## config.mk

```make
export PLATFORM = sky130hd
export DESIGN_NAME = bolt_pool_ctrl
export DESIGN_NICKNAME = d
export VERILOG_FILES = /design/src/rtl/bolt_pool_ctrl.sv
export SDC_FILE = /design/constraint.sdc
export NUM_CORES = 1
export LEC_CHECK = 0
export ABC_AREA = 1
export CAP_MARGIN = 20
export CELL_PAD_IN_SITES_DETAIL_PLACEMENT = 1
export CELL_PAD_IN_SITES_GLOBAL_PLACEMENT = 1
export CORE_MARGIN = 1
export CORE_UTILIZATION = 43
export CTS_CLUSTER_SIZE = 40
export DETAILED_ROUTE_END_ITERATION = 6
export PLACE_DENSITY_LB_ADDON = 0.25
export SYNTH_ARGS = -nofsm -noshare
export SYNTH_HDL_FRONTEND = slang
export SYNTH_SLANG_ARGS = --single-unit
```

## constraint.sdc

```tcl
create_clock -name clk -period 3.3 [get_ports clk]
set_input_delay 0.33 -clock clk [delete_from_list [all_inputs] [get_ports clk]]
set_output_delay 0.33 -clock clk [all_outputs]
set_load 0.02 [all_outputs]
```

## src/rtl/bolt_pool_ctrl.sv

```systemverilog
// Four-slot bolt pool: spawns bolts on fire requests, moves them once per frame,
// retires them off-screen or on hit, and drives the per-bolt rectangle outputs.
module bolt_pool_ctrl #(
   parameter int OBJECT_WIDTH_X  = 4,
   parameter int OBJECT_HEIGHT_Y = 16,
   parameter int SPEED_Y         = 4,
   parameter int SCREEN_H        = 480,
   parameter int COOLDOWN        = 8
) (
   input  logic             clk,
   input  logic             resetN,
   input  logic             startOfFrame,
   input  logic [10:0]      pixelX,
   input  logic [10:0]      pixelY,
   input  logic             fireReq,
   input  logic [10:0]      fireX,
   input  logic [10:0]      fireY,
   input  logic             collision,
   output logic [3:0][10:0] offsetX,
   output logic [3:0][10:0] offsetY,
   output logic [3:0]       inRect,
   output logic [3:0]       boltActive,
   output logic             fireAck
);

   localparam int                 CW          = (COOLDOWN < 1) ? 1 : $clog2(COOLDOWN + 1);
   localparam logic [CW-1:0]      COOL_RELOAD = CW'(COOLDOWN);
   localparam logic signed [11:0] SPEED12     = 12'(SPEED_Y);
   localparam logic signed [12:0] SCREEN13    = 13'(SCREEN_H);
   localparam logic signed [12:0] HEIGHT13S   = 13'(OBJECT_HEIGHT_Y);
   localparam logic [12:0]        HEIGHT13U   = 13'(OBJECT_HEIGHT_Y);
   localparam logic [11:0]        WIDTH12     = 12'(OBJECT_WIDTH_X);

   typedef enum logic [1:0] {IDLE = 2'd0, FLYING = 2'd1, HIT = 2'd2} slotState_t;

   slotState_t         state_q [4];
   logic [10:0]        topX_q [4];
   logic signed [11:0] topY_q [4];
   logic [CW-1:0]      cool_q;
   logic [3:0]         inRect_q;
   logic [3:0]         inRectDly_q;
   logic [3:0][10:0]   offX_q;
   logic [3:0][10:0]   offY_q;
   logic               fireAck_q;

   logic [3:0]         idleVec;
   logic [3:0]         insideVec;
   logic [3:0]         offScreen;
   logic [3:0][10:0]   offX_d;
   logic [3:0][10:0]   offY_d;
   logic signed [11:0] movedY [4];
   logic signed [12:0] movedExt [4];
   logic [12:0]        topYU [4];
   logic [1:0]         freeIdx;
   logic               accept;

   // Rectangle hits use unsigned 12/13-bit compares so a negative topY never matches a wrapped row.
   always_comb begin
      idleVec   = '0;
      insideVec = '0;
      offScreen = '0;
      offX_d    = '0;
      offY_d    = '0;
      freeIdx   = '0;
      for (int i = 0; i < 4; i++) begin
         idleVec[i]   = (state_q[i] == IDLE);
         movedY[i]    = topY_q[i] + SPEED12;
         movedExt[i]  = {movedY[i][11], movedY[i]};
         offScreen[i] = (movedExt[i] >= SCREEN13) || ((movedExt[i] + HEIGHT13S) <= 13'sd0);
         topYU[i]     = {1'b0, $unsigned(topY_q[i])};
         insideVec[i] = (state_q[i] == FLYING)
                        && ({1'b0, pixelX} >= {1'b0, topX_q[i]})
                        && ({1'b0, pixelX} < ({1'b0, topX_q[i]} + WIDTH12))
                        && ({2'b00, pixelY} >= topYU[i])
                        && ({2'b00, pixelY} < (topYU[i] + HEIGHT13U));
         if (insideVec[i]) begin
            offX_d[i] = pixelX - topX_q[i];
            offY_d[i] = 11'({1'b0, pixelY} - $unsigned(topY_q[i]));
         end
      end
      for (int i = 3; i >= 0; i--) begin
         if (idleVec[i]) freeIdx = 2'(i);
      end
      accept = fireReq && (cool_q == '0) && (|idleVec);
   end

   // Collision is attributed through inRectDly_q, which lines up with the drawer's RGB latency.
   always_ff @(posedge clk or negedge resetN) begin
      if (!resetN) begin
         for (int i = 0; i < 4; i++) begin
            state_q[i] <= IDLE;
            topX_q[i]  <= '0;
            topY_q[i]  <= '0;
         end
         cool_q      <= '0;
         inRect_q    <= '0;
         inRectDly_q <= '0;
         offX_q      <= '0;
         offY_q      <= '0;
         fireAck_q   <= 1'b0;
      end else begin
         for (int i = 0; i < 4; i++) begin
            case (state_q[i])
               IDLE: begin
                  if (accept && (freeIdx == 2'(i))) begin
                     state_q[i] <= FLYING;
                     topX_q[i]  <= fireX;
                     topY_q[i]  <= {1'b0, fireY};
                  end
               end
               FLYING: begin
                  if (collision && inRectDly_q[i]) begin
                     state_q[i] <= HIT;
                  end else if (startOfFrame) begin
                     if (offScreen[i]) state_q[i] <= IDLE;
                     else              topY_q[i]  <= movedY[i];
                  end
               end
               HIT: begin
                  if (startOfFrame) state_q[i] <= IDLE;
               end
               default: state_q[i] <= IDLE;
            endcase
         end
         if (accept)                                 cool_q <= COOL_RELOAD;
         else if (startOfFrame && (cool_q != '0))    cool_q <= cool_q - 1'b1;
         fireAck_q   <= accept;
         inRect_q    <= insideVec;
         inRectDly_q <= inRect_q;
         offX_q      <= offX_d;
         offY_q      <= offY_d;
      end
   end

   always_comb begin
      boltActive = '0;
      for (int i = 0; i < 4; i++) boltActive[i] = (state_q[i] == FLYING);
   end

   assign inRect  = inRect_q;
   assign offsetX = offX_q;
   assign offsetY = offY_q;
   assign fireAck = fireAck_q;

endmodule
```

==> results of run 1 <==
## cell families after synthesis
kind of cell             after synthesis  synth area share
AO/OA/AOI/OAI                        291             0.104
adder cells (fa/ha/maj)              174             0.147
flip-flops                           201             0.330
XOR/XNOR                             125            0.0719
AND/OR/NAND/NOR                      972             0.278
buffers and inverters                253            0.0694
## routing by layer
metal  wire [um]  vias up  GRT usage
li1            -     6933          -
met1       23200     6857      0.383
met2       22500      284      0.458
met3        1530       91     0.0236
met4        1580        0     0.0840
met5           0        -          0
## cells in the mapped netlist, drive strengths merged
cell	count	area share
nand4	46	0.019
a31oi	12	0.0049
nor2	246	0.070
o21ai	128	0.042
or2	1	0.00041
nor3	21	0.0072
nand3	128	0.046
and2	5	0.0021
a21boi	1	0.00049
nand3b	11	0.0054
inv	209	0.052
a22oi	4	0.0020
clkinv	1	0.00025
o22ai	3	0.0012
o21a	5	0.0025
nand2	514	0.13
fa	8	0.011
ha	166	0.14
a21oi	108	0.036
xnor2	44	0.025
clkbuf	16	0.0053
o31ai	3	0.0015
buf	27	0.012
a21o	15	0.0074
dfrtp	201	0.33
o211ai	3	0.0015
o21bai	9	0.0044
xor2	81	0.047
## what timing repair did
item                                   4_1_cts  5_1_grt
setup endpoints to repair                    0        0
endpoints found under the hold margin       79        0
setup buffers                                0        0
hold buffers                                 1        0
## worst register-to-register path, cell delays in order, from the launching register on
cell and delay [ns]:
dfrtp_1 0.52, ha_1 0.32, nand2_1 0.12, nor2_1 0.26, xor2_1 0.20, ha_1 0.27, a21oi_1 0.18, o31ai_1 0.10
nand3_1 0.09, nand2_1 0.06, nor2_1 0.14, nand3_2 0.27, buf_12 0.25, nor2_1 0.12
## stage by stage
stage / setup WS (ns) / instance area, sq um / util / power [uW] / hold WS, ns
after floorplan: 1.02 / 15200 / - / 7340 / 0.0344
after global placement: 0.375 / 17300 / 0.499 / 8750 / 0.411
after detailed placement: 0.280 / 17300 / 0.499 / 9000 / 0.402
after CTS: 0.330 / 18200 / 0.523 / 11900 / 0.413
after global routing: 0.0872 / 18200 / 0.523 / 12800 / 0.433
final: 0.318 / 18200 / 0.523 / 11800 / 0.401
## power groups by stage
stage / Combinational (uW) / Sequential [uW] / Clock, uW
6_report: 5660 / 3370 / 2790
5_1_grt: 6410 / 3430 / 2920
4_1_cts: 5670 / 3360 / 2850
3_5_place_dp: 5610 / 3390 / 0
3_3_place_gp: 5390 / 3370 / 0
2_1_floorplan: 4100 / 3240 / 0
## final cells by class
cell class / instances / area share
Sequential cell: 201 / 0.277
Inverter: 210 / 0.0434
Clock inverter: 8 / 0.00799
Clock buffer: 32 / 0.0370
Timing Repair Buffer: 188 / 0.100
Multi-Input combinational cell: 1562 / 0.503
Tap cell: 455 / 0.0313
## how the worst min path moves through the flow
stage	start	endpoint	slack, ns	depth (start not counted)
floorplan	resetN	cool_q[0]	0.03	0
global placement	resetN	offsetX[13]	0.41	1
detailed placement	inRect[3]	inRectDly_q[3]	0.40	0
CTS	inRect[3]	inRectDly_q[3]	0.41	0
global route	inRect[3]	inRectDly_q[3]	0.43	0
finish	resetN	offsetX[16]	0.40	2
## flip-flops by register name, summed over array words and instances, names as in the netlist
| name | count |
|---|---|
| cool_q | 4 |
| fireAck | 1 |
| inRect | 4 |
| inRectDly_q | 4 |
| offsetX | 44 |
| offsetY | 44 |
| state_q | 8 |
| topX_q | 44 |
| topYU | 48 |
==> out/qor.yml, run 1 <==
slowest_delay_ns: 0.52
grt_pass1_vias: 15000
slowest_stage: "dfrtp_1"
multi_input_area_sq_um: 9140
rrSetupSlack_ns: 0.32
synth_cells: 2016
fin_setup_tns_ns: 0
ant_nets: 0
cp-startpoint: "topYU[43]"
worst_r2r_endpoint: "offsetX[4]"
start_kind: "flip-flop"
initial_core_util: 0.438
cp_max_fo: 12
crit_end: "offsetX[4]"
critical_path_depth: 13
worst_pin_slew_ns: 0.698
tritoncts: "yes"
synthDistinctLibCells: 41
yosysWarningCount: 0
grt_overflow_total: 0
grt_max_degree: 83
hpwl_um: 38000
core_region_area_sq_um: 34700
clockBufferDepth: 3
die_h_um: 190
rsz0062_at_grt: "no"
post-place-cells: 2614
die_area_sq_um: 36200
cts_resized: 0
vias: 14200
wl_um: 48800
ys_ff_latch: 201
ys_seq_area_frac: 0.330
path_clk_slew_ns: 0.06
cp.arrival_ns: 3.43
grt_use_total: 0.277
synth_area_sq_um: 15200
maxSlewHeadroom: 0.535
outcome: "complete, no violations"
syn_nets: 2239
cts_root_buf: "clkbuf_16"
drt_iter0_drc: 556
internal-power_uw: 6710
cp_num_buf_inv: 1
routed_via_density: 5.33
final_nets: 2410
p_switching_uw: 5120
cts_inserted_buffers: 24
cellLeakagePower_uw: 0.00867
r2r_cells: 13
endpoint_kind: "flip-flop"
hold_viol_final: 0
clock_latency_ns: 0.53
finalCriticalPeriod_ns: 2.98
critical_path_class: "flip-flop to flip-flop"
drive_gt1_frac: 0.0695
syn_avg_cell_area_sq_um: 7.55
drv_cap: 0
area_delta_synth_final_pct: 19.4
regToRegStartpoint: "topYU[43]"
diodes: 0
grt_pass1_wl_um: 79500
ir_drop_mv: 0.366
cp_common_cell: "nor2_1"
die_w_um: 190
cts.sinks: 201
slew_viol_final: 0
combPwrFrac: 0.479
pin_count: 146
nFillCells: 4368
switching_share: 0.433
timing.final.crit_share: 0.904
critPathTopFamily: "simple AND/OR/NAND/NOR gates"
power_frac_clock: 0.236
drc_errors: 0
io_buffer_count: 145
first_pass_iters: 5
hp-class: "input port to asynchronous set/reset pin"
required_ns: 3.75
mostFrequentLayoutCell: "nand2_1"
htree_levels: 1
fin_cells: 2656
post_drt_wl_per_cell_um: 18.4
p_seq_frac: 0.285
gp_congestion: 0.891
cp_cell_sequence: "ha_1 -> nand2_1 -> nor2_1 -> xor2_1 -> ha_1 -> a21oi_1 -> o31ai_1 -> nand3_1 -> nand2_1 -> nor2_1 -> nand3_2 -> buf_12 -> nor2_1"
seqCellArea_sq_um: 5030
rows: 68
final_cell_mix: "nand2_1, inv_1, dfrtp_1"
max_freq_mhz: 335
antenna_found_initial: 0
p_per_area_nw_per_um2: 651
finalSetupViolations: 0
fin_skew_ns: 0.0183
No activity file was read; power rests on OpenSTA's default activity.
==> run 2, diff against run 1 <==
- TNS_END_PERCENT: default -> 10
==> results of run 2 <==
Final layout, timing and power as in run 1 (identical DEF).
